`config.mk`:
```
export PLATFORM = sky130hd
export DESIGN_NAME = irq_dispatch_ctrl_flat
export DESIGN_NICKNAME = d
export VERILOG_FILES = /design/src/rtl/irq_dispatch_ctrl_pkg.sv /design/src/rtl/irq_dispatch_ctrl_if.sv /design/src/rtl/irq_dispatch_ctrl_prio_select.sv /design/src/rtl/irq_dispatch_ctrl.sv /design/src/flat_wrapper.sv
export SDC_FILE = /design/constraint.sdc
export NUM_CORES = 1
export LEC_CHECK = 0
export ABC_AREA = 0
export CAP_MARGIN = 20
export CORE_ASPECT_RATIO = 0.5
export CORE_UTILIZATION = 49
export CTS_BUF_LIST = sky130_fd_sc_hd__clkbuf_16
export CTS_CLUSTER_SIZE = 12
export DETAILED_ROUTE_END_ITERATION = 10
export GPL_TIMING_DRIVEN = 0
export HOLD_SLACK_MARGIN = 0.02
export PLACE_DENSITY = 0.73
export SLEW_MARGIN = 10
export SYNTH_ARGS = -nofsm -noshare
export SYNTH_HDL_FRONTEND = slang
export SYNTH_HIERARCHICAL = 1
export SYNTH_SLANG_ARGS = --single-unit
```
`constraint.sdc`:
```
create_clock -name clk -period 9.1 [get_ports clk]
set_input_delay 1.82 -clock clk [delete_from_list [all_inputs] [get_ports clk]]
set_output_delay 1.82 -clock clk [all_outputs]
set_load 0.01 [all_outputs]
```
`src/rtl/irq_dispatch_ctrl_pkg.sv`:
```
// Shared types and constants for the interrupt dispatcher: FSM states,
// default geometry and the priority used when nothing is in service.
package irq_dispatch_pkg;

    localparam int NUM_SRC_DEF = 4;
    localparam int PRIO_W_DEF  = 2;
    localparam int ID_W_DEF    = $clog2(NUM_SRC_DEF);

    // Running level reported while no source is in service.
    localparam int NONE_PRIO = 0;

    typedef enum logic {
        IDLE  = 1'b0,
        OFFER = 1'b1
    } state_t;

endpackage

```
`src/rtl/irq_dispatch_ctrl_if.sv`:
```
// Consumer-facing bundle: configuration writes, offer handshake and EOI.
// The dispatcher takes the slave side, the consumer the master side.
interface irq_dispatch_ctrl_if
    import irq_dispatch_pkg::*;
#(
    parameter int NUM_SRC = NUM_SRC_DEF,
    parameter int PRIO_W  = PRIO_W_DEF,
    parameter int ID_W    = $clog2(NUM_SRC)
);
    logic              cfg_we;
    logic [ID_W-1:0]   cfg_id;
    logic [PRIO_W-1:0] cfg_prio;
    logic              cfg_en;
    logic              irq_valid;
    logic [ID_W-1:0]   irq_id;
    logic [PRIO_W-1:0] irq_prio;
    logic              irq_ack;
    logic              eoi;
    logic [ID_W-1:0]   eoi_id;

    modport master (
        output cfg_we, cfg_id, cfg_prio, cfg_en, irq_ack, eoi, eoi_id,
        input  irq_valid, irq_id, irq_prio
    );

    modport slave (
        input  cfg_we, cfg_id, cfg_prio, cfg_en, irq_ack, eoi, eoi_id,
        output irq_valid, irq_id, irq_prio
    );
endinterface

```
`src/rtl/irq_dispatch_ctrl_prio_select.sv`:
```
// Combinational maximum-priority search over a mask; ties resolve to the
// lowest index because only a strictly greater priority replaces the winner.
module irq_prio_select #(
    parameter int N      = 4,
    parameter int PRIO_W = 2,
    parameter int ID_W   = $clog2(N)
) (
    input  logic [N-1:0]             mask,
    input  logic [N-1:0][PRIO_W-1:0] prio,
    output logic                     found,
    output logic [ID_W-1:0]          win_id,
    output logic [PRIO_W-1:0]        win_prio
);
    always_comb begin
        found    = 1'b0;
        win_id   = '0;
        win_prio = '0;
        for (int i = 0; i < N; i++) begin
            if (mask[i] && (!found || (prio[i] > win_prio))) begin
                found    = 1'b1;
                win_id   = ID_W'(i);
                win_prio = prio[i];
            end
        end
    end
endmodule

```
`src/rtl/irq_dispatch_ctrl.sv`:
```
// Interrupt dispatcher: sticky edge capture, priority selection with nested
// preemption against the in-service mask, valid/ack offer and EOI release.
module irq_dispatch_ctrl
    import irq_dispatch_pkg::*;
#(
    parameter int NUM_SRC = NUM_SRC_DEF,
    parameter int PRIO_W  = PRIO_W_DEF,
    parameter int ID_W    = $clog2(NUM_SRC)
) (
    input  logic                clk,
    input  logic                rst,
    input  logic [NUM_SRC-1:0]  irq_in,
    irq_dispatch_ctrl_if.slave  bus,
    output logic [NUM_SRC-1:0]  in_service,
    output logic                irq_drop,
    output logic                eoi_err
);
    logic [NUM_SRC-1:0]             pending_reg, pending_next;
    logic [NUM_SRC-1:0]             in_service_reg, in_service_next;
    logic [NUM_SRC-1:0]             en_reg, irq_dly_reg;
    logic [NUM_SRC-1:0][PRIO_W-1:0] prio_reg;
    state_t                         state_reg, state_next;
    logic                           valid_reg, valid_next;
    logic [ID_W-1:0]                id_reg, id_next;
    logic [PRIO_W-1:0]              oprio_reg, oprio_next;
    logic                           drop_reg, err_reg;

    logic [NUM_SRC-1:0] edge_vec, take_mask, eoi_hit, eoi_clr, eligible;
    logic               ack_take, eoi_bad, drop_now;
    logic               cur_active, sel_found;
    logic [PRIO_W-1:0]  cur_max, cur_prio, sel_prio;
    logic [ID_W-1:0]    sel_id, cur_id_unused;

    assign edge_vec = irq_in & ~irq_dly_reg & en_reg;
    assign ack_take = (state_reg == OFFER) && bus.irq_ack;

    irq_prio_select #(.N(NUM_SRC), .PRIO_W(PRIO_W), .ID_W(ID_W)) u_cur_sel (
        .mask     (in_service_reg),
        .prio     (prio_reg),
        .found    (cur_active),
        .win_id   (cur_id_unused),
        .win_prio (cur_max)
    );

    assign cur_prio = cur_active ? cur_max : PRIO_W'(NONE_PRIO);

    genvar gi;
    generate
        for (gi = 0; gi < NUM_SRC; gi++) begin : g_src
            assign take_mask[gi] = ack_take && (id_reg == ID_W'(gi));
            assign eoi_hit[gi]   = bus.eoi && (bus.eoi_id == ID_W'(gi));
            // Equal priority never preempts the running level.
            assign eligible[gi]  = pending_reg[gi] && en_reg[gi] && !in_service_reg[gi]
                                   && (!cur_active || (prio_reg[gi] > cur_prio));
        end
    endgenerate

    irq_prio_select #(.N(NUM_SRC), .PRIO_W(PRIO_W), .ID_W(ID_W)) u_offer_sel (
        .mask     (eligible),
        .prio     (prio_reg),
        .found    (sel_found),
        .win_id   (sel_id),
        .win_prio (sel_prio)
    );

    assign eoi_clr         = eoi_hit & in_service_reg;
    assign eoi_bad         = bus.eoi && !(|eoi_clr);
    assign drop_now        = |(edge_vec & pending_reg);
    // A new edge beats the ack clear; the ack set beats the EOI clear.
    assign pending_next    = (pending_reg & ~take_mask) | edge_vec;
    assign in_service_next = (in_service_reg & ~eoi_clr) | take_mask;

    always_comb begin
        state_next = state_reg;
        valid_next = valid_reg;
        id_next    = id_reg;
        oprio_next = oprio_reg;
        case (state_reg)
            IDLE: begin
                if (sel_found) begin
                    valid_next = 1'b1;
                    id_next    = sel_id;
                    oprio_next = sel_prio;
                    state_next = OFFER;
                end
            end
            OFFER: begin
                if (bus.irq_ack) begin
                    valid_next = 1'b0;
                    state_next = IDLE;
                end
            end
            default: state_next = IDLE;
        endcase
    end

    always_ff @(posedge clk or negedge rst) begin
        if (!rst) begin
            state_reg      <= IDLE;
            valid_reg      <= 1'b0;
            id_reg         <= '0;
            oprio_reg      <= '0;
            pending_reg    <= '0;
            in_service_reg <= '0;
            en_reg         <= '0;
            prio_reg       <= '0;
            irq_dly_reg    <= '0;
            drop_reg       <= 1'b0;
            err_reg        <= 1'b0;
        end else begin
            state_reg      <= state_next;
            valid_reg      <= valid_next;
            id_reg         <= id_next;
            oprio_reg      <= oprio_next;
            pending_reg    <= pending_next;
            in_service_reg <= in_service_next;
            irq_dly_reg    <= irq_in;
            drop_reg       <= drop_now;
            err_reg        <= eoi_bad;
            if (bus.cfg_we) begin
                prio_reg[bus.cfg_id] <= bus.cfg_prio;
                en_reg[bus.cfg_id]   <= bus.cfg_en;
            end
        end
    end

    assign bus.irq_valid = valid_reg;
    assign bus.irq_id    = id_reg;
    assign bus.irq_prio  = oprio_reg;
    assign in_service    = in_service_reg;
    assign irq_drop      = drop_reg;
    assign eoi_err       = err_reg;
endmodule

```
`src/flat_wrapper.sv`:
```
// flat-port wrapper written by rule: the top's interface ports become plain ports
module irq_dispatch_ctrl_flat import irq_dispatch_pkg::*;
#(
    parameter int NUM_SRC = NUM_SRC_DEF,
    parameter int PRIO_W  = PRIO_W_DEF,
    parameter int ID_W    = $clog2(NUM_SRC)
)
  (clk, rst, irq_in, in_service, irq_drop, eoi_err, bus_cfg_we, bus_cfg_id, bus_cfg_prio, bus_cfg_en, bus_irq_ack, bus_eoi, bus_eoi_id, bus_irq_valid, bus_irq_id, bus_irq_prio);
  irq_dispatch_ctrl_if #(.NUM_SRC(NUM_SRC), .PRIO_W(PRIO_W), .ID_W(ID_W)) bus_i ();
  input  logic clk;
  input  logic rst;
  input  logic [NUM_SRC-1:0] irq_in;
  output logic [NUM_SRC-1:0] in_service;
  output logic irq_drop;
  output logic eoi_err;
  input wire logic [$bits(bus_i.cfg_we)-1:0] bus_cfg_we;
  input wire logic [$bits(bus_i.cfg_id)-1:0] bus_cfg_id;
  input wire logic [$bits(bus_i.cfg_prio)-1:0] bus_cfg_prio;
  input wire logic [$bits(bus_i.cfg_en)-1:0] bus_cfg_en;
  input wire logic [$bits(bus_i.irq_ack)-1:0] bus_irq_ack;
  input wire logic [$bits(bus_i.eoi)-1:0] bus_eoi;
  input wire logic [$bits(bus_i.eoi_id)-1:0] bus_eoi_id;
  output wire logic [$bits(bus_i.irq_valid)-1:0] bus_irq_valid;
  output wire logic [$bits(bus_i.irq_id)-1:0] bus_irq_id;
  output wire logic [$bits(bus_i.irq_prio)-1:0] bus_irq_prio;
  assign bus_i.cfg_we = bus_cfg_we;
  assign bus_i.cfg_id = bus_cfg_id;
  assign bus_i.cfg_prio = bus_cfg_prio;
  assign bus_i.cfg_en = bus_cfg_en;
  assign bus_i.irq_ack = bus_irq_ack;
  assign bus_i.eoi = bus_eoi;
  assign bus_i.eoi_id = bus_eoi_id;
  assign bus_irq_valid = bus_i.irq_valid;
  assign bus_irq_id = bus_i.irq_id;
  assign bus_irq_prio = bus_i.irq_prio;
  irq_dispatch_ctrl #(.NUM_SRC(NUM_SRC), .PRIO_W(PRIO_W), .ID_W(ID_W)) u_core (.clk(clk), .rst(rst), .irq_in(irq_in), .bus(bus_i), .in_service(in_service), .irq_drop(irq_drop), .eoi_err(eoi_err));
endmodule
```
==> flow_summary.ini <==
[sta]
setup_violations = 0
grt_setup_unrepaired = no
final.setup_skew_ns = 0.00464
final.period_utilization_pct = 91.9
pins_over_their_slew_limit = 0
fin_crit_ns = 8.36
worst-slew-pin-transition_ns = 0.690
max_clock_freq_mhz = 120
final-hold-violation-count = 0
slew-limit-headroom_pct = 54.0

[worst_setup_path]
largest_fanout_of_any_net_on_the_critical_path = 11
cp.required_ns = 9.25
rr_startpoint = u_core/in_service[0]
reg2reg_to = u_core/bus.irq_prio[1]
path_common_cell = sky130_fd_sc_hd__ha_1
internal_reg_to_reg_setup_slack_ns = 0.74
critPathCaptureType = flop
timing.critical_path.slowest_stage_cell = sky130_fd_sc_hd__dfrtp_2
critical_path.startpoint_type = flop
worst_setup_path_category = reg -> reg
critical_path.startpoint = u_core/in_service[0]
worst-r2r-cell-count = 38
arrival_ns = 8.51
cp_slowest_stage_delay_ns = 0.50

[detailed_routing]
totalWireLength_um = 4220
drt_iter0_drc = 56
routedWlPerCell_um = 14.7
detail_route.vias_per_cell = 5.49
drt_drc_violations_left = 0
via_count = 1571
drt-pass1-iter-count = 5
ant_nets = 0

[min_path]
whs_endpoint = u_core/pending_reg[2]
hold-path-cell-count = 1
hold_start = u_core/irq_dly_reg[2]
min-delay-path-class = reg -> reg

[placement]
place.gp.congestion = 0.760
dpl-instance-area_sq_mm = 0.00233
hpwlAfterDp_um = 3260
port-buffer-count = 26

[cts]
clk_root_buffer_cell = sky130_fd_sc_hd__clkbuf_16
htree_levels = 2
latest_clock_arrival_within_the_worst_skew_pair_ns = 0.27
cts_tree = done
cts_inserted_buffers = 5
cts_hold_repair.buffers = 0
cts.clk_slew.worst_paths_ns = 0.05
clockBufferDepth = 2
clock-sinks = 32

[layout]
antenna_cells = 0
max_reg_flops = 8
area_growth_pct = 23.7
layout_common_cells = 31 x sky130_fd_sc_hd__dfrtp_1, 25 x sky130_fd_sc_hd__clkdlybuf4s50_1, 24 x sky130_fd_sc_hd__nand2_1, 20 x sky130_fd_sc_hd__inv_1, 20 x sky130_fd_sc_hd__ha_1
final_core_util_pct = 63.4
multi_input_comb_area_sq_mm = 0.00114
share_of_final_layout_standard_cells_stronger_than_drive_strength_1_pct = 16.4
nets = 267
regArea_sq_um = 802
mostFrequentLayoutCell = sky130_fd_sc_hd__dfrtp_1
final_design_area_no_fill_sq_mm = 0.00249
fill_cells = 324

[die]
floorplan.initialDensity_pct = 51.2
rows = 16
die_width_um = 92.6
coreArea_sq_mm = 0.00392
fp.dieArea_sq_mm = 0.00438
floorplan.io_pins = 27
floorplan.die.height_um = 47.3

[global_route]
grt_max_degree = 33
globalRouteTotalUtil_pct = 21.5
grt_antenna_before_repair = 0
grt_pass1_vias = 1428
grt_pass1_wl_um = 6830
gr-total-overflow = 0

[power_and_ir_drop]
irDropWorstVdd_v = 0.000176
powerDensity_mw_per_mm2 = 345
p_total_w = 0.000858
total_leakage_power_nw = 1.16

[run]
max-cap-violations = 0

[outcome]
run_status = complete, no violations

[yosys]
synth.avg_cell_area_sq_um = 10.2
synth.cell_area_sq_mm = 0.00201
syn_inst = 197
yosys_warnings = 6
synth.net_count = 233
stage by stage:
stage	setup TNS, ns	std cells	worst slack (ns)	hold slack (ns)
detailed placement	-0.848	277	-0.350	0.464
global placement	-0.231	277	-0.137	0.439
CTS	0	285	0.130	0.461
floorplan	0	197	0.552	0.426
finish	0	286	0.739	0.461
global route	0	286	0.0663	0.516
area by class of cell:
cell class / count / share of cell area, %
Sequential cell: 32 / 32.2
Inverter: 20 / 3.02
Clock inverter: 3 / 0.453
Clock buffer: 5 / 5.03
Tap cell: 54 / 2.72
Multi-Input combinational cell: 145 / 46.0
Timing Repair Buffer: 27 / 10.6
routing by layer:
metal	track usage [%]	part of all wire (%)	vias to the layer above
li1	-	-	772
met1	30.5	52	763
met2	33.6	45	36
met3	5.83	3.6	0
met4	4.69	0	0
met5	0	0	-
power breakdown:
part / internal, W / leakage [nW] / switching (W)
logic: 0.000243 / 0.709 / 0.000218
registers: 0.000186 / 0.380 / 0.0000598
clock network: 0.0000979 / 0.0738 / 0.0000534
total: 0.000527 / 1.16 / 0.000332
how the worst max path moves through the flow:
stage | slack (ns) | end | depth (start not counted)
5_1_grt | 0.07 | u_core/bus.irq_prio[1] | 39
3_3_place_gp | -0.14 | u_core/bus.irq_prio[1] | 38
2_1_floorplan | 0.55 | u_core/bus.irq_prio[1] | 38
4_1_cts | 0.13 | u_core/bus.irq_prio[1] | 38
3_5_place_dp | -0.35 | u_core/bus.irq_prio[1] | 38
6_report | 0.74 | u_core/bus.irq_prio[1] | 38
critical path, delay by kind of cell, from the launching register on:
family	cells	cell delay, ns
simple gates	8	1.01
buf+inv	2	0.12
mux	5	1.51
flops	1	0.50
compound gates	16	3.03
fa+ha+maj	7	2.04
what timing repair did:
item	4_1_cts	5_1_grt
setup buffers	0	1
endpoints found under the setup margin	4	4
hold endpoints to repair	0	0
pin swaps	0	1
resized for setup	3	3
Power figures use the tool's default switching activity.
